`src/rtl/sseg_mux_n_if.sv`:
```
// sseg_mux_n_if: load bus and display outputs of the multiplexed seven-segment driver.
// Ports: i_hex/i_dp/i_blank/i_load (load side), o_an_n/o_sseg_n/o_frame (display side).
// master = the block that loads digits and watches the display; slave = the driver itself.
interface sseg_mux_n_if #(
    parameter int N_DIGITS = 4
);
    logic [4*N_DIGITS-1:0] i_hex;
    logic [N_DIGITS-1:0]   i_dp;
    logic [N_DIGITS-1:0]   i_blank;
    logic                  i_load;
    logic [N_DIGITS-1:0]   o_an_n;
    logic [7:0]            o_sseg_n;
    logic                  o_frame;

    modport master (
        output i_hex, i_dp, i_blank, i_load,
        input  o_an_n, o_sseg_n, o_frame
    );

    modport slave (
        input  i_hex, i_dp, i_blank, i_load,
        output o_an_n, o_sseg_n, o_frame
    );
endinterface

```
`src/rtl/sseg_mux_n.sv`:
```
// sseg_mux_n: time-multiplexed N-digit seven-segment driver with frame-synchronous double buffering.
// Latency: all outputs registered, one cycle behind tick/index/shadow state; loads appear from the next frame.
// Backpressure: none; i_load is always accepted, latest load before a frame boundary wins.
// Ports: i_clk, i_rst_n (sync, active-low), bus (sseg_mux_n_if.slave).
// Optional macro SSEG_LZ_BLANK_EN: leading-zero suppression of shadow digits above digit 0.
module sseg_mux_n #(
    parameter int N_DIGITS        = 4,
    parameter int TICKS_PER_DIGIT = 50000
) (
    input  logic        i_clk,
    input  logic        i_rst_n,
    sseg_mux_n_if.slave bus
);
    localparam int TW = (TICKS_PER_DIGIT > 1) ? $clog2(TICKS_PER_DIGIT) : 1;
    localparam int IW = (N_DIGITS > 1) ? $clog2(N_DIGITS) : 1;
    localparam logic [TW-1:0] TICK_LAST = TW'(TICKS_PER_DIGIT - 1);
    localparam logic [IW-1:0] IDX_LAST  = IW'(N_DIGITS - 1);

    logic [TW-1:0]         tick;
    logic [IW-1:0]         idx;
    logic                  pend_vld;
    logic [4*N_DIGITS-1:0] pend_hex;
    logic [N_DIGITS-1:0]   pend_dp;
    logic [N_DIGITS-1:0]   pend_blank;
    logic [4*N_DIGITS-1:0] shad_hex;
    logic [N_DIGITS-1:0]   shad_dp;
    logic [N_DIGITS-1:0]   shad_blank;

    logic                  tick_wrap;
    logic                  frame_edge;
    logic [3:0]            shad_digit [N_DIGITS];
    logic [N_DIGITS-1:0]   lz_blank;
    logic [N_DIGITS-1:0]   eff_blank;
    logic [N_DIGITS-1:0]   idx_onehot;
    logic [N_DIGITS-1:0]   an_next;
    logic [7:0]            seg_next;

    // Active-low glyphs for segments g..a.
    function automatic logic [6:0] glyph(input logic [3:0] v);
        logic [6:0] g;
        case (v)
            4'h0: g = 7'h40;
            4'h1: g = 7'h79;
            4'h2: g = 7'h24;
            4'h3: g = 7'h30;
            4'h4: g = 7'h19;
            4'h5: g = 7'h12;
            4'h6: g = 7'h02;
            4'h7: g = 7'h78;
            4'h8: g = 7'h00;
            4'h9: g = 7'h10;
            4'hA: g = 7'h08;
            4'hB: g = 7'h03;
            4'hC: g = 7'h46;
            4'hD: g = 7'h21;
            4'hE: g = 7'h06;
            default: g = 7'h0E;
        endcase
        return g;
    endfunction

    assign tick_wrap  = (tick == TICK_LAST);
    // The frame boundary is the clock edge on which the index wraps back to digit 0.
    assign frame_edge = tick_wrap && (idx == IDX_LAST);

    for (genvar k = 0; k < N_DIGITS; k++) begin : g_dig
        assign shad_digit[k] = shad_hex[4*k +: 4];
        assign idx_onehot[k] = (idx == IW'(k));
    end

`ifdef SSEG_LZ_BLANK_EN
    // A digit is a leading zero when it and every digit above it are zero;
    // digit 0 always shows and a lit decimal point keeps its digit visible.
    always_comb begin
        logic upper_zero;
        upper_zero = 1'b1;
        lz_blank   = '0;
        for (int k = N_DIGITS - 1; k >= 1; k--) begin
            upper_zero  = upper_zero && (shad_digit[k] == 4'h0);
            lz_blank[k] = upper_zero && !shad_dp[k];
        end
    end
`else
    assign lz_blank = '0;
`endif

    assign eff_blank = shad_blank | lz_blank;

    // Tick 0 of every digit slot is a dead cycle with all anodes off to avoid ghosting.
    assign an_next  = (tick == '0) ? '1 : ~idx_onehot;
    assign seg_next = eff_blank[idx] ? 8'hFF : {~shad_dp[idx], glyph(shad_digit[idx])};

    always_ff @(posedge i_clk) begin
        if (!i_rst_n) begin
            tick         <= '0;
            idx          <= '0;
            pend_vld     <= 1'b0;
            pend_hex     <= '0;
            pend_dp      <= '0;
            pend_blank   <= '1;
            shad_hex     <= '0;
            shad_dp      <= '0;
            shad_blank   <= '1;
            bus.o_an_n   <= '1;
            bus.o_sseg_n <= 8'hFF;
            bus.o_frame  <= 1'b0;
        end else begin
            tick <= tick_wrap ? '0 : tick + 1'b1;
            if (tick_wrap) begin
                idx <= (idx == IDX_LAST) ? '0 : idx + 1'b1;
            end

            // Shadow only changes at a frame boundary so one frame never mixes two loads.
            // A load landing on the boundary itself bypasses the pending register.
            if (frame_edge) begin
                if (bus.i_load) begin
                    shad_hex   <= bus.i_hex;
                    shad_dp    <= bus.i_dp;
                    shad_blank <= bus.i_blank;
                end else if (pend_vld) begin
                    shad_hex   <= pend_hex;
                    shad_dp    <= pend_dp;
                    shad_blank <= pend_blank;
                end
                pend_vld <= 1'b0;
            end else if (bus.i_load) begin
                pend_hex   <= bus.i_hex;
                pend_dp    <= bus.i_dp;
                pend_blank <= bus.i_blank;
                pend_vld   <= 1'b1;
            end

            bus.o_an_n   <= an_next;
            bus.o_sseg_n <= seg_next;
            bus.o_frame  <= frame_edge;
        end
    end
endmodule
```
`src/flat_wrapper.sv`:
```
// flat-port wrapper written by rule: the top's interface ports become plain ports
module sseg_mux_n_flat 
#(
    parameter int N_DIGITS        = 4,
    parameter int TICKS_PER_DIGIT = 50000
)
  (i_clk, i_rst_n, bus_i_hex, bus_i_dp, bus_i_blank, bus_i_load, bus_o_an_n, bus_o_sseg_n, bus_o_frame);
  sseg_mux_n_if #(.N_DIGITS(N_DIGITS)) bus_i ();
  input  logic i_clk;
  input  logic i_rst_n;
  input wire logic [$bits(bus_i.i_hex)-1:0] bus_i_hex;
  input wire logic [$bits(bus_i.i_dp)-1:0] bus_i_dp;
  input wire logic [$bits(bus_i.i_blank)-1:0] bus_i_blank;
  input wire logic [$bits(bus_i.i_load)-1:0] bus_i_load;
  output wire logic [$bits(bus_i.o_an_n)-1:0] bus_o_an_n;
  output wire logic [$bits(bus_i.o_sseg_n)-1:0] bus_o_sseg_n;
  output wire logic [$bits(bus_i.o_frame)-1:0] bus_o_frame;
  assign bus_i.i_hex = bus_i_hex;
  assign bus_i.i_dp = bus_i_dp;
  assign bus_i.i_blank = bus_i_blank;
  assign bus_i.i_load = bus_i_load;
  assign bus_o_an_n = bus_i.o_an_n;
  assign bus_o_sseg_n = bus_i.o_sseg_n;
  assign bus_o_frame = bus_i.o_frame;
  sseg_mux_n #(.N_DIGITS(N_DIGITS), .TICKS_PER_DIGIT(TICKS_PER_DIGIT)) u_core (.i_clk(i_clk), .i_rst_n(i_rst_n), .bus(bus_i));
endmodule
```
`config.mk`:
```
export PLATFORM = sky130hd
export DESIGN_NAME = sseg_mux_n_flat
export DESIGN_NICKNAME = d
export VERILOG_FILES = /design/src/rtl/sseg_mux_n_if.sv /design/src/rtl/sseg_mux_n.sv /design/src/flat_wrapper.sv
export SDC_FILE = /design/constraint.sdc
export NUM_CORES = 1
export LEC_CHECK = 0
export BUFFER_PORTS_ARGS = -buffer_cell sky130_fd_sc_hd__buf_2
export CORE_ASPECT_RATIO = 1.1
export CORE_MARGIN = 3
export CORE_UTILIZATION = 23
export CTS_CLUSTER_DIAMETER = 200
export DETAILED_ROUTE_END_ITERATION = 10
export PLACE_DENSITY = 0.36
export REMOVE_ABC_BUFFERS = 1
export SYNTH_ARGS = -nofsm -noshare
export SYNTH_HDL_FRONTEND = slang
export SYNTH_SLANG_ARGS = --single-unit
export TNS_END_PERCENT = 5
```
`constraint.sdc`:
```
create_clock -name i_clk -period 4.65 [get_ports i_clk]
set_clock_uncertainty 0.2 [all_clocks]
set_input_delay 0.6975 -clock i_clk [delete_from_list [all_inputs] [get_ports i_clk]]
set_output_delay 0.6975 -clock i_clk [all_outputs]
set_load 0.02 [all_outputs]
```
==> summary.md <==
| Metric | Value |
|---|---|
| Sequential share of power | `0.473` |
| CP required | `4.70 ns` |
| Register area share after synthesis | `0.4278` |
| CTS buffer count | `9` |
| Port Buf Inserts | `39` |
| RSZ-0062 raised after global routing | `no` |
| Post-synth top flop | `dfxtp_1` |
| CTS-repair resized insts | `0` |
| Leading cell types by count after synthesis | `dfxtp_1 (80), nand2_1 (51), mux2i_1 (46)` |
| Post-Synthesis Cells | `396` |
| # setup viols final | `0` |
| Worst hold slack | `approximately 0.25 ns` |
| Top cell type's share of synthesized area | `0.4278` |
| Pre-CTS WS | `1.886 ns` |
| Period minus WS final | `between 2 and 3 ns` |
| Status | `completed` |
| Post-CTS setup buffers | `0` |
| DRC | `0` |
| Gr ovfl total | `0` |
| Row cnt | `48` |
| P per Cell Area | `approximately 340 mW/mm2` |
| Fraction of layout instances using a drive strength above 1 | `0.1865` |
| Total global-route track usage | `0.1106` |
| Via density | `around 4.7` |
| CTS tree | `built` |
| Slew @ Worst Pin | `1.199 ns` |
| Fin. max-slew vios | `0` |
| Count leader, synth | `dfxtp_1` |
| Diode count | `0` |
| Starting Density | `0.2370` |
| Post-synth EDFFs | `0` |
| Clk sink count | `80` |
| Pin count of the biggest net entering global routing | `48` |
| Full die area | `0.01784 mm2` |
| Vias | `slightly below 3,000` |
| Syn_area_per_cell | `~9.5 um2` |
| Final worst-path setup slack | `around 2.0 ns` |
| Clock root cell | `clkbuf_16` |
| Post-synthesis register bit count | `80` |
| Final Hold Viols | `0` |
| Synthesis warning total | `0` |
| Initial antenna violation count | `0` |
| Peak VDD IR | `approximately 0.00018 V` |
| # IOs | `40` |
| Placed cell count | `between 600 and 700` |
| Critical Path Fanout Max | `24` |
| Fmax | `373.7 MHz` |
| Area Growth Syn to Fin | `18.11%` |
| Crit path kind | `register to register` |
| Post-layout util | `0.2799` |
| Max-cap violations | `0` |
| Comb pwr share | `0.060` |
| Rel. slew slack | `0.2007` |
| Max Buffers Root-to-Sink | `2` |
| Vias in the first global route | `2,904` |
| WL/cell | `around 15 um` |
| Core footprint | `about 0.016 mm2` |
| Post-Layout Cell Count | `629` |
| Area after DPL | `just over 0.004 mm2` |
| Die height | `139.8 um` |
| Power, Total | `roughly 1.5 mW` |
| Die width | `127.6 um` |
| Switching share of power | `0.2353` |
| Pre-Repair DR Iteration Count | `4` |
| Worst path arrival time | `2.73 ns` |
| Final worst path period share | `0.5754` |
| First-pass GRT wire length | `approximately 15,000 um` |
| WL final | `between 9000 and 10,000 um` |
| H-tree depth | `3` |
| Internal power | `roughly 1.2 mW` |
| Area leader, netlist | `dfxtp_1` |
| Nets | `approximately 460` |
| GP Congestion | `0.7233` |
| Tightest Hold Check Type | `register to register` |
| Crit. End Element | `register` |
| Sw power | `approximately 0.35 mW` |
| CTS clk-pin slew, worst paths | `0.06 ns` |
| Yosys cell types | `40` |
| Post-cts hold buffer count | `0` |
| Post-synthesis async set-or-reset flop share | `0` |
| Largest cells by area after synthesis | `dfxtp_1 (43%), mux2i_1 (12%), nand2_1 (5.1%)` |
| Clk pwr share | `0.467` |
| ANT nets after route | `0` |
| DRT iter0 DRCs | `about 110` |
| Final instance area | `about 0.0044 mm2` |
| DP HPWL | `6180 um` |
| Leakage | `1.631 nW` |
| Clock Latency Late Sink | `around 0.34 ns` |
| Mapped Area | `roughly 0.0037 mm2` |
| Crit start category | `register` |
| Final TNS setup | `0 ns` |
area by class of cell:
type	instances	area, um2
fill	1681	11370
multi-input combinational	275	1991
sequential	80	1602
tap	200	250.2
timing repair buffer	45	240.2
clock buffer	9	225.2
clock inverter	6	61.31
inverter	14	52.55
worst max-delay path, stage by stage, from the launching register on:
cell and delay [ns]:
dfxtp_1 0.75, ha_1 0.43, o21a_1 0.75, a31oi_1 0.19
a211oi_1 0.26
path summary, 6_finish.rpt:
kind	depth (start not counted)	from	slack (ns)	to
hold reg to reg	2	u_core.pend_dp[3]	0.25	u_core.pend_dp[3]
hold / removal	2	u_core.pend_dp[3]	0.25	u_core.pend_dp[3]
setup reg to reg	4	u_core.idx[0]	1.97	u_core.shad_hex[9]
setup / recovery	4	u_core.idx[0]	1.97	u_core.shad_hex[9]
metal layers:
metal | GRT usage | routed length, um
met1 | 0.1403 | 4543
met2 | 0.1780 | 4474
met3 | 0.03263 | 374
met4 | 0.04022 | 151
met5 | 0 | 0
power by group through the flow:
stage,Clock (mW),Sequential (mW),Combinational [mW]
after floorplan,0,0.726,0.0493
after global placement,0,0.727,0.0923
after detailed placement,0,0.728,0.0930
after CTS,0.735,0.712,0.0937
after global routing,0.757,0.714,0.102
final,0.703,0.713,0.0908
kinds of logic after synthesis:
| family | Yosys count | share of synthesized area |
|---|---|---|
| AND/OR/NAND/NOR | 120 | 0.1551 |
| flip-flops | 80 | 0.4278 |
| AO/OA/AOI/OAI | 74 | 0.1307 |
| multiplexers | 57 | 0.1741 |
| buffers and inverters | 41 | 0.04412 |
| XOR/XNOR | 12 | 0.02807 |
| adder cells (fa/ha/maj) | 12 | 0.04011 |
state kept, by name, summed over array words and instances (netlist names):
signal               count
u_core.pend_vld          1
u_core.pend_blank        4
u_core.pend_hex         16
u_core.shad_hex         16
u_core.bus.o_an_n        4
u_core.tick             16
u_core.eff_blank         4
u_core.idx               2
u_core.pend_dp           4
u_core.shad_dp           4
u_core.bus.o_sseg_n      8
u_core.bus.o_frame       1
cells in the final DEF, fill, tap and decap left out, types with 6 or more instances in the layout:
cell and instances:
dfxtp_1 80, inv_1 14, nand3_1 8, clkbuf_16 9, nor4_1 6, nand2_1 51
a211oi_1 20, mux2i_1 46, xnor2_1 7, nor2_1 24, o21ai_0 10, a31oi_1 27
mux4_2 6, a21oi_1 7, ha_1 12, buf_4 6, buf_2 39
Power figures use the tool's default switching activity.
